--- src/rtl/uart_cmd_frame_ctrl_if.sv ---
// rtl/uart_cmd_frame_ctrl_if.sv - receiver handshake and register-write bundle for uart_cmd_frame_ctrl
interface uart_cmd_frame_ctrl_if #(
  parameter int limit_width = 10
);
  logic [7:0]             rx_data;
  logic                   rx_rec;
  logic                   rx_clr;
  logic [limit_width-1:0] baud_limit;
  logic [7:0]             reg_addr;
  logic [31:0]            reg_data;
  logic                   reg_wr;
  logic                   frame_err;
  logic                   busy;

  // Controller side: consumes receiver bytes, drives clear, baud and register writes.
  modport master (
    input  rx_data, rx_rec,
    output rx_clr, baud_limit, reg_addr, reg_data, reg_wr, frame_err, busy
  );

  // Environment side: the receiver and register file.
  modport slave (
    output rx_data, rx_rec,
    input  rx_clr, baud_limit, reg_addr, reg_data, reg_wr, frame_err, busy
  );
endinterface

--- src/rtl/uart_cmd_frame_ctrl.sv ---
// rtl/uart_cmd_frame_ctrl.sv - 7-byte UART command frame parser with register writes and baud reprogramming
module uart_cmd_frame_ctrl #(
  parameter int limit_width    = 10,
  parameter int default_limit  = 868,
  parameter int min_limit      = 16,
  parameter int timeout_cycles = 1_000_000
) (
  input  logic                  clk,
  input  logic                  rst,
  uart_cmd_frame_ctrl_if.master bus
);

  localparam int tmo_width = $clog2(timeout_cycles + 1);

  typedef enum logic [1:0] {S_HDR, S_CMD, S_DATA, S_CHK} state_t;

  state_t                 state;
  state_t                 state_next;
  logic [tmo_width-1:0]   tmo_cnt;
  logic [7:0]             addr;
  logic [7:0]             chk;
  logic [31:0]            data;
  logic [1:0]             idx;
  logic                   accept;
  logic                   timeout_hit;
  logic                   chk_ok;
  logic                   baud_ok;
  logic [limit_width-1:0] baud_req;

  // A byte is taken only when the receiver flags it and our previous clear is not still pending.
  assign accept      = bus.rx_rec && !bus.rx_clr;
  // An accepted byte on the expiry edge takes priority over the timeout.
  assign timeout_hit = (state != S_HDR) && (tmo_cnt == tmo_width'(timeout_cycles)) && !accept;
  assign chk_ok      = (bus.rx_data == chk);
  assign baud_req    = data[limit_width-1:0];
  assign baud_ok     = (baud_req >= limit_width'(min_limit)) && ((data >> limit_width) == 32'd0);
  assign bus.busy    = (state != S_HDR);

  // State register.
  always_ff @(posedge clk) begin
    if (rst) begin
      state <= S_HDR;
    end else begin
      state <= state_next;
    end
  end

  // Next-state decode: advance one state per accepted byte, abandon the frame on timeout.
  always_comb begin
    state_next = state;
    if (timeout_hit) begin
      state_next = S_HDR;
    end else if (accept) begin
      case (state)
        S_HDR:   if (bus.rx_data == 8'hA5) state_next = S_CMD;
        S_CMD:   state_next = S_DATA;
        S_DATA:  if (idx == 2'd3) state_next = S_CHK;
        S_CHK:   state_next = S_HDR;
        default: state_next = S_HDR;
      endcase
    end
  end

  // Frame datapath, receiver clear, inter-byte timeout and output strobes.
  always_ff @(posedge clk) begin
    if (rst) begin
      bus.rx_clr     <= 1'b0;
      bus.reg_wr     <= 1'b0;
      bus.frame_err  <= 1'b0;
      bus.reg_addr   <= 8'd0;
      bus.reg_data   <= 32'd0;
      bus.baud_limit <= limit_width'(default_limit);
      tmo_cnt        <= '0;
      addr           <= 8'd0;
      chk            <= 8'd0;
      data           <= 32'd0;
      idx            <= 2'd0;
    end else begin
      bus.rx_clr    <= accept;
      bus.reg_wr    <= 1'b0;
      bus.frame_err <= 1'b0;

      if (accept || state == S_HDR || timeout_hit) begin
        tmo_cnt <= '0;
      end else begin
        tmo_cnt <= tmo_cnt + 1'b1;
      end

      if (timeout_hit) begin
        bus.frame_err <= 1'b1;
      end

      if (accept) begin
        case (state)
          S_CMD: begin
            addr <= bus.rx_data;
            chk  <= bus.rx_data;
            data <= 32'd0;
            idx  <= 2'd0;
          end
          S_DATA: begin
            data <= {data[23:0], bus.rx_data};
            chk  <= chk ^ bus.rx_data;
            idx  <= idx + 2'd1;
          end
          S_CHK: begin
            if (!chk_ok) begin
              bus.frame_err <= 1'b1;
            end else if (addr != 8'hFF) begin
              bus.reg_addr <= addr;
              bus.reg_data <= data;
              bus.reg_wr   <= 1'b1;
            end else if (baud_ok) begin
              bus.baud_limit <= baud_req;
            end else begin
              bus.frame_err <= 1'b1;
            end
          end
          default: ;
        endcase
      end
    end
  end

endmodule
--- src/flat_wrapper.sv ---
// flat-port wrapper written by rule: the top's interface ports become plain ports
module uart_cmd_frame_ctrl_flat 
#(
  parameter int limit_width    = 10,
  parameter int default_limit  = 868,
  parameter int min_limit      = 16,
  parameter int timeout_cycles = 1_000_000
)
  (clk, rst, bus_rx_data, bus_rx_rec, bus_rx_clr, bus_baud_limit, bus_reg_addr, bus_reg_data, bus_reg_wr, bus_frame_err, bus_busy);
  uart_cmd_frame_ctrl_if #(.limit_width(limit_width)) bus_i ();
  input  logic clk;
  input  logic rst;
  input wire logic [$bits(bus_i.rx_data)-1:0] bus_rx_data;
  input wire logic [$bits(bus_i.rx_rec)-1:0] bus_rx_rec;
  output wire logic [$bits(bus_i.rx_clr)-1:0] bus_rx_clr;
  output wire logic [$bits(bus_i.baud_limit)-1:0] bus_baud_limit;
  output wire logic [$bits(bus_i.reg_addr)-1:0] bus_reg_addr;
  output wire logic [$bits(bus_i.reg_data)-1:0] bus_reg_data;
  output wire logic [$bits(bus_i.reg_wr)-1:0] bus_reg_wr;
  output wire logic [$bits(bus_i.frame_err)-1:0] bus_frame_err;
  output wire logic [$bits(bus_i.busy)-1:0] bus_busy;
  assign bus_i.rx_data = bus_rx_data;
  assign bus_i.rx_rec = bus_rx_rec;
  assign bus_rx_clr = bus_i.rx_clr;
  assign bus_baud_limit = bus_i.baud_limit;
  assign bus_reg_addr = bus_i.reg_addr;
  assign bus_reg_data = bus_i.reg_data;
  assign bus_reg_wr = bus_i.reg_wr;
  assign bus_frame_err = bus_i.frame_err;
  assign bus_busy = bus_i.busy;
  uart_cmd_frame_ctrl #(.limit_width(limit_width), .default_limit(default_limit), .min_limit(min_limit), .timeout_cycles(timeout_cycles)) u_core (.clk(clk), .rst(rst), .bus(bus_i));
endmodule
--- config.mk ---
export PLATFORM = sky130hd
export DESIGN_NAME = uart_cmd_frame_ctrl_flat
export DESIGN_NICKNAME = d
export VERILOG_FILES = /design/src/rtl/uart_cmd_frame_ctrl_if.sv /design/src/rtl/uart_cmd_frame_ctrl.sv /design/src/flat_wrapper.sv
export SDC_FILE = /design/constraint.sdc
export NUM_CORES = 1
export LEC_CHECK = 0
export ABC_AREA = 1
export BUFFER_PORTS_ARGS = -buffer_cell sky130_fd_sc_hd__buf_2
export CORE_UTILIZATION = 45
export CTS_BUF_LIST = sky130_fd_sc_hd__clkbuf_2 sky130_fd_sc_hd__clkbuf_4 sky130_fd_sc_hd__clkbuf_8
export CTS_CLUSTER_DIAMETER = 50
export DETAILED_ROUTE_END_ITERATION = 12
export PLACE_DENSITY = 0.71
export SLEW_MARGIN = 20
export SYNTH_ARGS = -nofsm -noshare
export SYNTH_HDL_FRONTEND = slang
export SYNTH_SLANG_ARGS = --single-unit
--- constraint.sdc ---
create_clock -name clk -period 2.8 [get_ports clk]
set_input_delay 0.14 -clock clk [delete_from_list [all_inputs] [get_ports clk]]
set_output_delay 0.14 -clock clk [all_outputs]
set_load 0.1 [all_outputs]
==> results.md, run 1 <==
* Ys Warns at 0
* Total nets after synthesis at 849
* Yosys top cell area share at 43.40%
* Psw at 861.7 uW
* Hold path cells at 3
* DP Area at 0.006177 mm^2
* Seq cells post-synth at 125
* Row Count at 40
* Met3 wire length at 786 um
* Metal2 WL at 5730 um
* Skew-Pair Late Insertion Delay at 450 ps
* Critical Path Fanout Max at 20
* Reg2reg path depth at 8
* Final Critical Period at 2060 ps
* Core ar. at 0.01226 mm^2
* FF/Latch Area at 0.002502 mm^2
* Layout Utilization at 53.57%
* DP HPWL at 8572 um
* Area Growth Syn to Fin at 13.93%
* Final GP Congestion at 0.7970
* Clock tree buffer depth at 2
* Setup tns final at 0 ps
* Startpoint types: register
* Number of global-route vias before repair at 4451
* WS Path Type: register to register
* Worst-Margin Slew at 794.2 ps
* CTS tree: built
* P_leak at 3.102 nW
* CTS clk-pin slew, worst paths at 70 ps
* Pwr Density at 519.5 mW/mm^2
* Final Cycle Share at 73.57%
* Root buffer cell: clkbuf_8
* Die X at 115.2 um
* Skew final at 15.11 ps
* Vias at 5107
* Layout cells sized above 1 at 18.39%
* GRT Total Usage at 20.86%
* First-pass GRT wire length at 21520 um
* Net count reported at finish at 902
* Max Freq at 485.4 MHz
* Antenna diodes at 0
* DRT antenna net count at 0
* Final hold violation count at 0
* Status: finished clean
* CTS resizes at 0
* Drt first pass iters at 5
* Yosys top cell by area: dfxtp_1
* Hold crit path type: input pin to register
* Max Cap Viol at 0
* Sink Count at 125
* Setup Viol. Count Final at 0
* Internal power at 2.551 mW
* Met1 Wirelength at 6218 um
* Synth Area per Inst at 6.938 um^2
* Worst slack, placed at 726.4 ps
* Sw Share at 25.25%
* GRT overflow at 0
* Filler Cell Count at 1238
* Routed wire per std cell at 12.08 um
* RSZ-0062 raised after global routing: no
* Vias per cell at 4.795
* Mapped Area at 0.005766 mm^2
* Combinational Power Share at 4.1%
* Io pins at 65
* Sequential share of power at 52.3%
* Required @ worst endpoint at 3100 ps
* Relative slew margins at 46.89%
* Full die area at 0.01327 mm^2
* Maximum vdd drop at 0.0004941 V
* Die Y at 115.2 um
* Seq/Total Area, Yosys at 43.40%
* Pin count of the biggest net entering global routing at 54
* Slew Viols, Final at 0
* Design area at 0.006569 mm^2
* CP arrival at 2360 ps
* Remaining DRCs at 0
* Clock buffer count from CTS at 17
* CTS H-tree depth at 4
* Crit end category: register
* Final WS setup at 740.0 ps
* Netlist cell types at 28
* Starting density of the core at 47.02%
* Port Buf Inserts at 64
* Clock network fraction of design power at 43.6%
* Top layer in use: met4
* Mapped Cells at 831
* Initial antenna violation count at 0
* Post-Route WL at 12860 um
* Largest cells by area after synthesis: dfxtp_1 (43%), nand2_1 (15%), nor2_1 (8.1%)
* 1st-iter DRT viols at 309
* Multi-input combinational cell area at 0.002700 mm^2
* Tot Pwr at 3.412 mW
## per-layer routing
| layer | track usage [%] | vias up |
|---|---|---|
| li1 | - | 2702 |
| met1 | 27.85 | 2261 |
| met2 | 32.41 | 133 |
| met3 | 5.957 | 11 |
| met4 | 6.840 | 0 |
| met5 | 0 | - |
## final timing paths
kind	slack, ps	from	to
setup / recovery	740	u_core.state[0]	u_core.tmo_cnt[16]
hold / removal	40	bus_rx_data[5]	u_core.data[5]
setup reg to reg	740	u_core.state[0]	u_core.tmo_cnt[16]
hold reg to reg	470	u_core.tmo_cnt[0]	u_core.tmo_cnt[0]
## power by group through the flow
stage | logic, mW | clock network, mW | registers [mW]
after CTS | 0.141 | 1.53 | 1.78
after floorplan | 0.0914 | 0 | 1.83
after global placement | 0.139 | 0 | 1.83
after global routing | 0.158 | 1.59 | 1.78
final | 0.141 | 1.49 | 1.78
after detailed placement | 0.139 | 0 | 1.83
## Yosys cell counts
library cell	number
buf_1	2
nor3_2	1
o21ai_0	3
nand3_4	2
clkbuf_1	28
clkinv_1	2
or2_2	1
inv_1	87
nand3_1	27
or2_0	1
nand2_1	223
a211oi_1	2
a21oi_1	57
nor2_1	124
nor2_2	43
o31ai_1	8
buf_6	5
nand3b_1	2
buf_2	6
nand2_2	4
xnor2_1	6
ha_1	7
nand4_1	43
nor2_8	1
dfxtp_1	125
inv_2	8
xor2_1	7
nor3_1	6
## state kept, by name (all words and copies together), names as in the netlist
| signal | cells |
|---|---|
| u_core.bus.reg_data | 32 |
| u_core.data | 32 |
| u_core.tmo_cnt | 20 |
| u_core.bus.baud_limit | 10 |
| u_core.addr | 8 |
| u_core.bus.reg_addr | 8 |
| u_core.chk | 8 |
| u_core.idx | 2 |
| u_core.state | 2 |
| u_core.bus.frame_err | 1 |
| u_core.bus.reg_wr | 1 |
| u_core.bus.rx_clr | 1 |
## final cells by class
cell class / instances / share of cell area (%)
inverter: 97 / 5.543
clock buffer: 19 / 3.886
tap: 168 / 3.200
clock inverter: 13 / 1.771
timing repair buffer: 75 / 6.400
sequential: 125 / 38.10
multi-input combinational: 568 / 41.10
## cells by family (layout without fill, tap and decap cells)
group / count (synthesis) / count (layout) / synth area share, %
xor gates and xnor gates: 13 / 13 / 1.975
and+or+nand+nor: 478 / 478 / 36.83
DFF: 125 / 125 / 43.40
adders and majority gates: 7 / 7 / 1.519
buffers and inverters: 138 / 204 / 9.766
AOI/OAI and AO/OA: 70 / 70 / 6.510
## what timing repair did
item                      4_1_cts  5_1_grt
hold buffers                    2        0
buffers inserted                0        0
hold endpoints to repair        3        0
## critical path, cell delays in order (launching register included)
cell and delay, ps:
dfxtp_1 360, inv_1 90, ha_1 240, inv_1 80, nand2_1 60, nor2_1 100, nand4_1 200, nand3b_1 670
nor2_1 120
## per-stage QoR
step / hold slack, ps / std cells
2_1_floorplan: 306.9 / 831
4_1_cts: 6.849 / 1065
6_report: 38.69 / 1065
5_1_grt: 28.37 / 1065
3_5_place_dp: 458.7 / 1031
3_3_place_gp: 452.7 / 1031
## cells in the final DEF, fill, tap and decap left out
cell type      Yosys  layout
nand3_1           27      27
nor3_1             6       6
o31ai_1            8       8
clkbuf_8           0      18
buf_2              6      64
inv_2              8       8
nand2_1          223     223
or2_2              1       1
nor2_2            43      43
nor2_8             1       1
buf_4              0       8
dfxtp_1          125     125
dlygate4sd3_1      0       2
nand3b_1           2       2
nand3_4            2       2
xor2_1             7       7
a21oi_1           57      57
inv_1             87      87
nand2_2            4       4
clkinv_1           2       2
clkinv_2           0       4
buf_12             0       1
xnor2_1            6       6
clkinv_4           0       2
clkinvlp_4         0       3
a211oi_1           2       2
nor2_1           124     124
or2_0              1       1
nor3_2             1       1
ha_1               7       7
inv_6              0       3
nand4_1           43      43
bufinv_16          0       1
clkbuf_4           0       1
o21ai_0            3       3
No activity file was read; power rests on OpenSTA's default activity.
==> inputs of run 2 (changes only) <==
- ABC_AREA: 1 -> 0
- PLACE_DENSITY: 0.71 -> 0.74
- clock period: 2.8 -> 1.8 ns (I/O delays scaled with it)
==> results.md, run 2 <==
* Die Y at 108.1 um (-6.1%)
* Final Critical Period at 1862 ps (-198.1 ps)
* Vias per cell at 5.431 (+13%)
* Main flop type after synthesis: dfxtp_1
* Yosys top cell area share at 49.36% (+6.0 points)
* Slew Viols, Final at 0 (unchanged)
* CTS clk-pin slew, worst paths at 80 ps (about the same)
* Seq/Total Area, Yosys at 49.36% (+6.0 points)
* Final Cycle Share at 103.4% (+30 points)
* Row Count at 38 (-5.0%)
* Clock buffer count from CTS at 17 (unchanged)
* Max Freq at 537.1 MHz (+11%)
* Number of global-route vias before repair at 4241 (-4.7%)
* Status: finished, violations left
* Hold crit path type: input pin to register
* Full die area at 0.01170 mm^2 (-12%)
* Post-synth EDFFs at 0 (unchanged)
* Worst-Margin Slew at 496.4 ps (-297.8 ps)
* Startpoint types: register
* CP arrival at 2180 ps (-180 ps)
* Final GP Congestion at 0.8773 (+10%)
* Initial antenna violation count at 0 (unchanged)
* Worst Hold End: u_core.chk[5]
* 1st-iter DRT viols at 284 (-8.1%)
* GRT Total Usage at 22.50% (+1.6 points)
* Final hold violation count at 0 (unchanged)
* Pin count of the biggest net entering global routing at 99 (+83%)
* Mapped Area at 0.005070 mm^2 (-12%)
* Critical Path Fanout Max at 8 (-60%)
* Sink Count at 125 (unchanged)
* Most numerous cell in the Yosys netlist: dfxtp_1
* P_leak at 2.421 nW (-22%)
* Largest cells by area after synthesis: dfxtp_1 (49%), mux2i_1 (9.7%), nand3_1 (6.0%)
* CTS tree: built
* Die X at 108.1 um (-6.1%)
* Worst slack, placed at -114.4 ps (-840.8 ps)
* Net count reported at finish at 696 (-23%)
* Area Growth Syn to Fin at 28.31%
* Vias at 4513 (-12%)
* Skew-Pair Late Insertion Delay at 440 ps (about the same)
* DP Area at 0.005826 mm^2 (-5.7%)
* First-pass GRT wire length at 20210 um (-6.1%)
* Ys Warns at 0 (unchanged)
* Relative slew margins at 67.14% (+20 points)
* GRT overflow at 0 (unchanged)
* Yosys top cell by area: dfxtp_1
* Clock tree buffer depth at 2 (unchanged)
* Skew final at 11.47 ps (-3.642 ps)
* CTS H-tree depth at 4 (unchanged)
* FF/Latch Area at 0.002511 mm^2 (+0.35%)
* Core ar. at 0.01089 mm^2 (-11%)
* Io pins at 65 (unchanged)
* Biggest regs: u_core.bus.reg_data: 32 flops, u_core.data: 32 flops, u_core.tmo_cnt: 20 flops
* Port Buf Inserts at 64 (unchanged)
* Total nets after synthesis at 588 (-31%)
* Final WS setup at -61.89 ps (-801.9 ps)
* Crit end category: register
* DP HPWL at 8482 um (-1.0%)
* Layout cells sized above 1 at 24.89% (+6.5 points)
* Netlist cell types at 39 (+39%)
* Drt first pass iters at 4 (-1)
* Design area at 0.006505 mm^2 (-0.97%)
* Commonest non-fill, non-tap cell in the layout: dfxtp_1
* Maximum vdd drop at 0.0005628 V (+14%)
* Mapped Cells at 570 (-31%)
* Seq cells post-synth at 125 (unchanged)
* Reg2reg path depth at 9 (+1)
* R2r setup slk at -60 ps (-800 ps)
* RSZ-0062 raised after global routing: yes
* Failing checks: setup timing
* Most frequent cells in the layout: dfxtp_1 (122), nor2_1 (78), buf_2 (63)
* Remaining DRCs at 0 (unchanged)
* Antenna diodes at 0 (unchanged)
* WS Path Type: register to register
* Min-delay src: bus_rx_data[5]
* Pwr Density at 860.9 mW/mm^2 (+66%)
* Max Cap Viol at 0 (unchanged)
* Starting density of the core at 46.56% (-0.46 points)
* Post-Route WL at 13070 um (+1.6%)
* DRT antenna net count at 0 (unchanged)
* Hold path cells at 4 (+1)
* Multi-input combinational cell area at 0.002434 mm^2 (-9.9%)
* RR Startpoint: u_core.state[0]
* Asr flop ratio synth at 0% (unchanged)
* Reg-to-Reg End: u_core.bus.reg_data[22]
* Routed wire per std cell at 15.72 um (+30%)
* Root buffer cell: clkbuf_8
* Setup Viol. Count Final at 31 (+31)
* Filler Cell Count at 914 (-26%)
* Top cells by count, synth: dfxtp_1 (125), nor2_1 (78), nand3_1 (61), nand2_1 (52)
* Required @ worst endpoint at 2120 ps (-980 ps)
* Synth Area per Inst at 8.894 um^2 (+28%)
## run 2: cell types whose count changed after synthesis, moves of 33 or more
cell,change
inv_1,-77
nor2_2,-43
nand4_1,-33
nand3_1,+34
nor2_1,-46
nand2_1,-171
mux2i_1,+49
## run 2: worst max-delay path by stage
stage,startpoint,end,slack (ps),depth (start not counted)
2_1_floorplan,u_core.state[0],u_core.tmo_cnt[16],-30,7
3_3_place_gp,u_core.state[0],u_core.bus.baud_limit[3],-20,9
3_5_place_dp,u_core.state[0],u_core.bus.reg_data[22],-110,8
4_1_cts,u_core.state[0],u_core.bus.reg_data[22],-40,9
5_1_grt,u_core.chk[4],u_core.bus.reg_data[8],-140,7
6_report,u_core.state[0],u_core.bus.reg_data[22],-60,9
## run 2: metal layers
layer | track usage (%) | wire (um) | up-vias
met3 | 7.414 | 775 | 18
met5 | 0 | 0 | -
li1 | - | - | 2185
met1 | 27.43 | 5604 | 2180
met4 | 8.219 | 253 | 0
met2 | 36.85 | 6433 | 130
## run 2: final cells by class
| cell class | instances | share of cell area, % |
|---|---|---|
| clock buffer | 18 | 3.808 |
| clock inverter | 14 | 2.962 |
| inverter | 10 | 0.6347 |
| multi-input combinational | 399 | 37.41 |
| sequential | 125 | 38.60 |
| tap | 140 | 2.693 |
| timing repair buffer | 125 | 13.89 |
## run 2: cells by family (layout without fill, tap and decap cells)
logic type	Yosys count	after routing	share of synthesized area (%)
fa+ha+maj	7	7	1.727
compound gates	80	80	8.564
simple gates	237	237	22.16
flops	125	125	49.36
xor+xnor	26	26	4.492
buf+inv	46	167	4.023
mux	49	49	9.674
## run 2: repair_timing
item	in CTS	in global routing
setup buffers	4	2
hold buffers	1	0
hold endpoints to repair	1	0
pin swaps	5	7
endpoints found under the setup margin	66	71
resized for setup	15	14
cloned	2	3
## run 2: through the flow
| stage | utilization, % | power (mW) | hold WS (ps) | std cells | setup TNS [ps] |
|---|---|---|---|---|---|
| 3_3_place_gp | 53.50 | 2.958 | 384.8 | 788 | -71.26 |
| 5_1_grt | 59.74 | 5.773 | 43.64 | 831 | -3898 |
| 6_report | 59.74 | 5.600 | 74.11 | 831 | -851.4 |
| 2_1_floorplan | - | 2.896 | 231.3 | 570 | -549.4 |
| 4_1_cts | 58.91 | 5.629 | 16.42 | 827 | -493.8 |
| 3_5_place_dp | 53.50 | 2.959 | 389.0 | 788 | -4546 |
## run 2: power by group
part | internal [mW] | leakage (nW) | switching [mW]
sequential | 2.76 | 1.01 | 0.00249
clock | 1.55 | 0.215 | 1.15
combinational | 0.0462 | 1.20 | 0.0910
total | 4.36 | 2.42 | 1.24
## run 2: worst max-delay path: stages, from the launching register on
cell and delay (ps):
dfxtp_2 360, buf_6 110, ha_4 110, nand3b_1 140, o21bai_4 230, nor3_4 180, buf_6 190, buf_12 150
mux2i_1 190, nor2_1 70
==> inputs of run 3 (changes only) <==
- REMOVE_ABC_BUFFERS: not set -> 1
- SKIP_LAST_GASP: not set -> 1
==> results.md, run 3 (same netlist as run 2, synthesis figures left out) <==
* Sink Count at 125 (unchanged)
* CTS clk-pin slew, worst paths at 70 ps (about the same)
* Most frequent cells in the layout: dfxtp_1 (120), nor2_1 (78), buf_2 (63)
* Max Freq at 545.0 MHz (+1.5%)
* Clock buffer count from CTS at 17 (unchanged)
* Drt first pass iters at 5 (+1)
* Antenna diodes at 0 (unchanged)
* Net count reported at finish at 676 (-2.9%)
* Min-delay src: rst
* Setup Viol. Count Final at 7 (-77%)
* Reg-to-Reg End: u_core.bus.reg_data[18]
* Pin count of the biggest net entering global routing at 99 (unchanged)
* Full die area at 0.01170 mm^2 (unchanged)
* CP arrival at 2130 ps (-50 ps)
* Remaining DRCs at 0 (unchanged)
* WS Path Type: input pin to register
* Final hold violation count at 0 (unchanged)
* Worst-Margin Slew at 502.4 ps (+6.041 ps)
* Reg2reg path depth at 8 (-1)
* GRT overflow at 0 (unchanged)
* CTS tree: built
* Initial antenna violation count at 0 (unchanged)
* Row Count at 38 (unchanged)
* Final std cells w/o fill at 811 (-2.4%)
* Hold_ws at 78.18 ps (+4.077 ps)
* Number of global-route vias before repair at 4184 (-1.3%)
* Starting density of the core at 46.56% (unchanged)
* Core ar. at 0.01089 mm^2 (unchanged)
* Startpoint types: input pin
* 1st-iter DRT viols at 239 (-16%)
* Vias per cell at 5.416 (-0.28%)
* Layout cells sized above 1 at 22.06% (-2.8 points)
* GRT Total Usage at 21.86% (-0.65 points)
* Commonest non-fill, non-tap cell in the layout: dfxtp_1
* Maximum vdd drop at 0.0005172 V (-8.1%)
* Routed wire per std cell at 15.80 um (+0.50%)
* RR Startpoint: u_core.state[1]
* Skew final at 9.472 ps (-1.993 ps)
* Max Cap Viol at 0 (unchanged)
* Layout Utilization at 57.78% (-2.0 points)
* Critical Path Fanout Max at 7 (-1)
* Worst path cell trace: dlygate4sd3_1 > buf_2 > xnor2_1 > nand4_1 > nor3_4 > buf_6 > buf_12 > mux2i_1 > nor2_1
* Status: finished, violations left
* Root buffer cell: clkbuf_8
* Die X at 108.1 um (unchanged)
* Critical Path Max Stage Delay at 540 ps (+180 ps)
* Biggest regs: u_core.bus.reg_data: 32 flops, u_core.data: 32 flops, u_core.tmo_cnt: 20 flops
* Post-Route WL at 12820 um (-1.9%)
* P_leak at 2.280 nW (-5.8%)
* Final Cycle Share at 101.9% (-1.5 points)
* Required @ worst endpoint at 2090 ps (-30 ps)
* RSZ-0062 raised after global routing: yes
* Filler Cell Count at 949 (+3.8%)
* Slew Viols, Final at 0 (unchanged)
* Placed cells at 766 (-2.8%)
* CTS H-tree depth at 4 (unchanged)
* Final Critical Period at 1835 ps (-27.09 ps)
* Io pins at 65 (unchanged)
* Hold crit path type: input pin to register
* Worst Hold End: u_core.bus.baud_limit[9]
* Crit end category: register
* Final GP Congestion at 0.8079 (-7.9%)
* Slowest CP cell: dlygate4sd3_1
* Relative slew margins at 66.74% (-0.40 points)
* Pwr Density at 811.1 mW/mm^2 (-5.8%)
* Failing checks: setup timing
* DP HPWL at 8244 um (-2.8%)
* Vias at 4392 (-2.7%)
* Die Y at 108.1 um (unchanged)
* Area Growth Syn to Fin at 24.09%
* Skew-Pair Late Insertion Delay at 420 ps (-20 ps)
* DRT antenna net count at 0 (unchanged)
* Clock tree buffer depth at 2 (unchanged)
* Port Buf Inserts at 64 (unchanged)
* First-pass GRT wire length at 20010 um (-0.99%)
* R2r setup slk at -30 ps (+30 ps)
* Hold path cells at 3 (-1)
* Final WS setup at -34.81 ps (+27.09 ps)
[run 3: worst max path at each step]
stage,cells after the start,to,startpoint
after floorplan,5,u_core.bus.reg_addr[0],u_core.bus.rx_clr
after global placement,7,u_core.tmo_cnt[15],u_core.state[1]
after detailed placement,7,u_core.tmo_cnt[16],u_core.state[1]
after CTS,8,u_core.bus.reg_data[18],u_core.state[1]
after global routing,9,u_core.bus.reg_data[15],bus_rx_data[5]
final,9,u_core.bus.reg_data[18],bus_rx_data[5]
[run 3: metrics by stage]
step / setup slack (ps) / TNS [ps] / power [mW] / instance area, um^2
after global routing: -94.11 / -1848 / 5.269 / 6291
after detailed placement: -32.48 / -553.2 / 2.952 / 5690
after floorplan: -2062 / -132120 / 2.866 / 4903
after global placement: 39.56 / 0 / 2.951 / 5690
final: -34.81 / -104.2 / 5.103 / 6291
after CTS: -14.77 / -71.14 / 5.133 / 6197
[run 3: final cells by class]
| class | instances | area [um^2] | area share [%] |
|---|---|---|---|
| inverters | 10 | 37.54 | 0.5967 |
| clock buffers | 17 | 234.0 | 3.719 |
| well taps | 140 | 175.2 | 2.784 |
| flip-flops and latches | 125 | 2511 | 39.92 |
| clock inverters | 15 | 122.6 | 1.949 |
| multi-input cells | 399 | 2426 | 38.56 |
| repair buffers | 105 | 784.5 | 12.47 |
[run 3: power by group]
part | internal [mW] | leakage (nW) | switching [mW]
Sequential | 2.76 | 1.01 | 0.00202
Clock | 1.08 | 0.170 | 1.12
Combinational | 0.0454 | 1.10 | 0.0895
Total | 3.89 | 2.28 | 1.22
[run 3: metal layers]
layer	vias to the layer above	GRT usage, %	share of wire [%]
li1	2147	-	-
met1	2132	27.23	45
met2	104	36.67	50
met3	9	4.400	4.5
met4	0	9.100	0.96
met5	-	0	0
[run 3: what timing repair did]
action                     4_1_cts  5_1_grt
gates resized for setup         15       13
hold buffers                     5        0
gates cloned                     1        2
hold endpoints to repair         9        0
setup endpoints to repair       59       72
setup buffers                    5        2
pin swaps                        8       12
[run 3: critical path: cells and delay by family]
kind | cells | cell delay [ps]
xor+xnor | 1 | 210
buf+inv | 4 | 1030
simple gates | 3 | 580
mux | 1 | 220
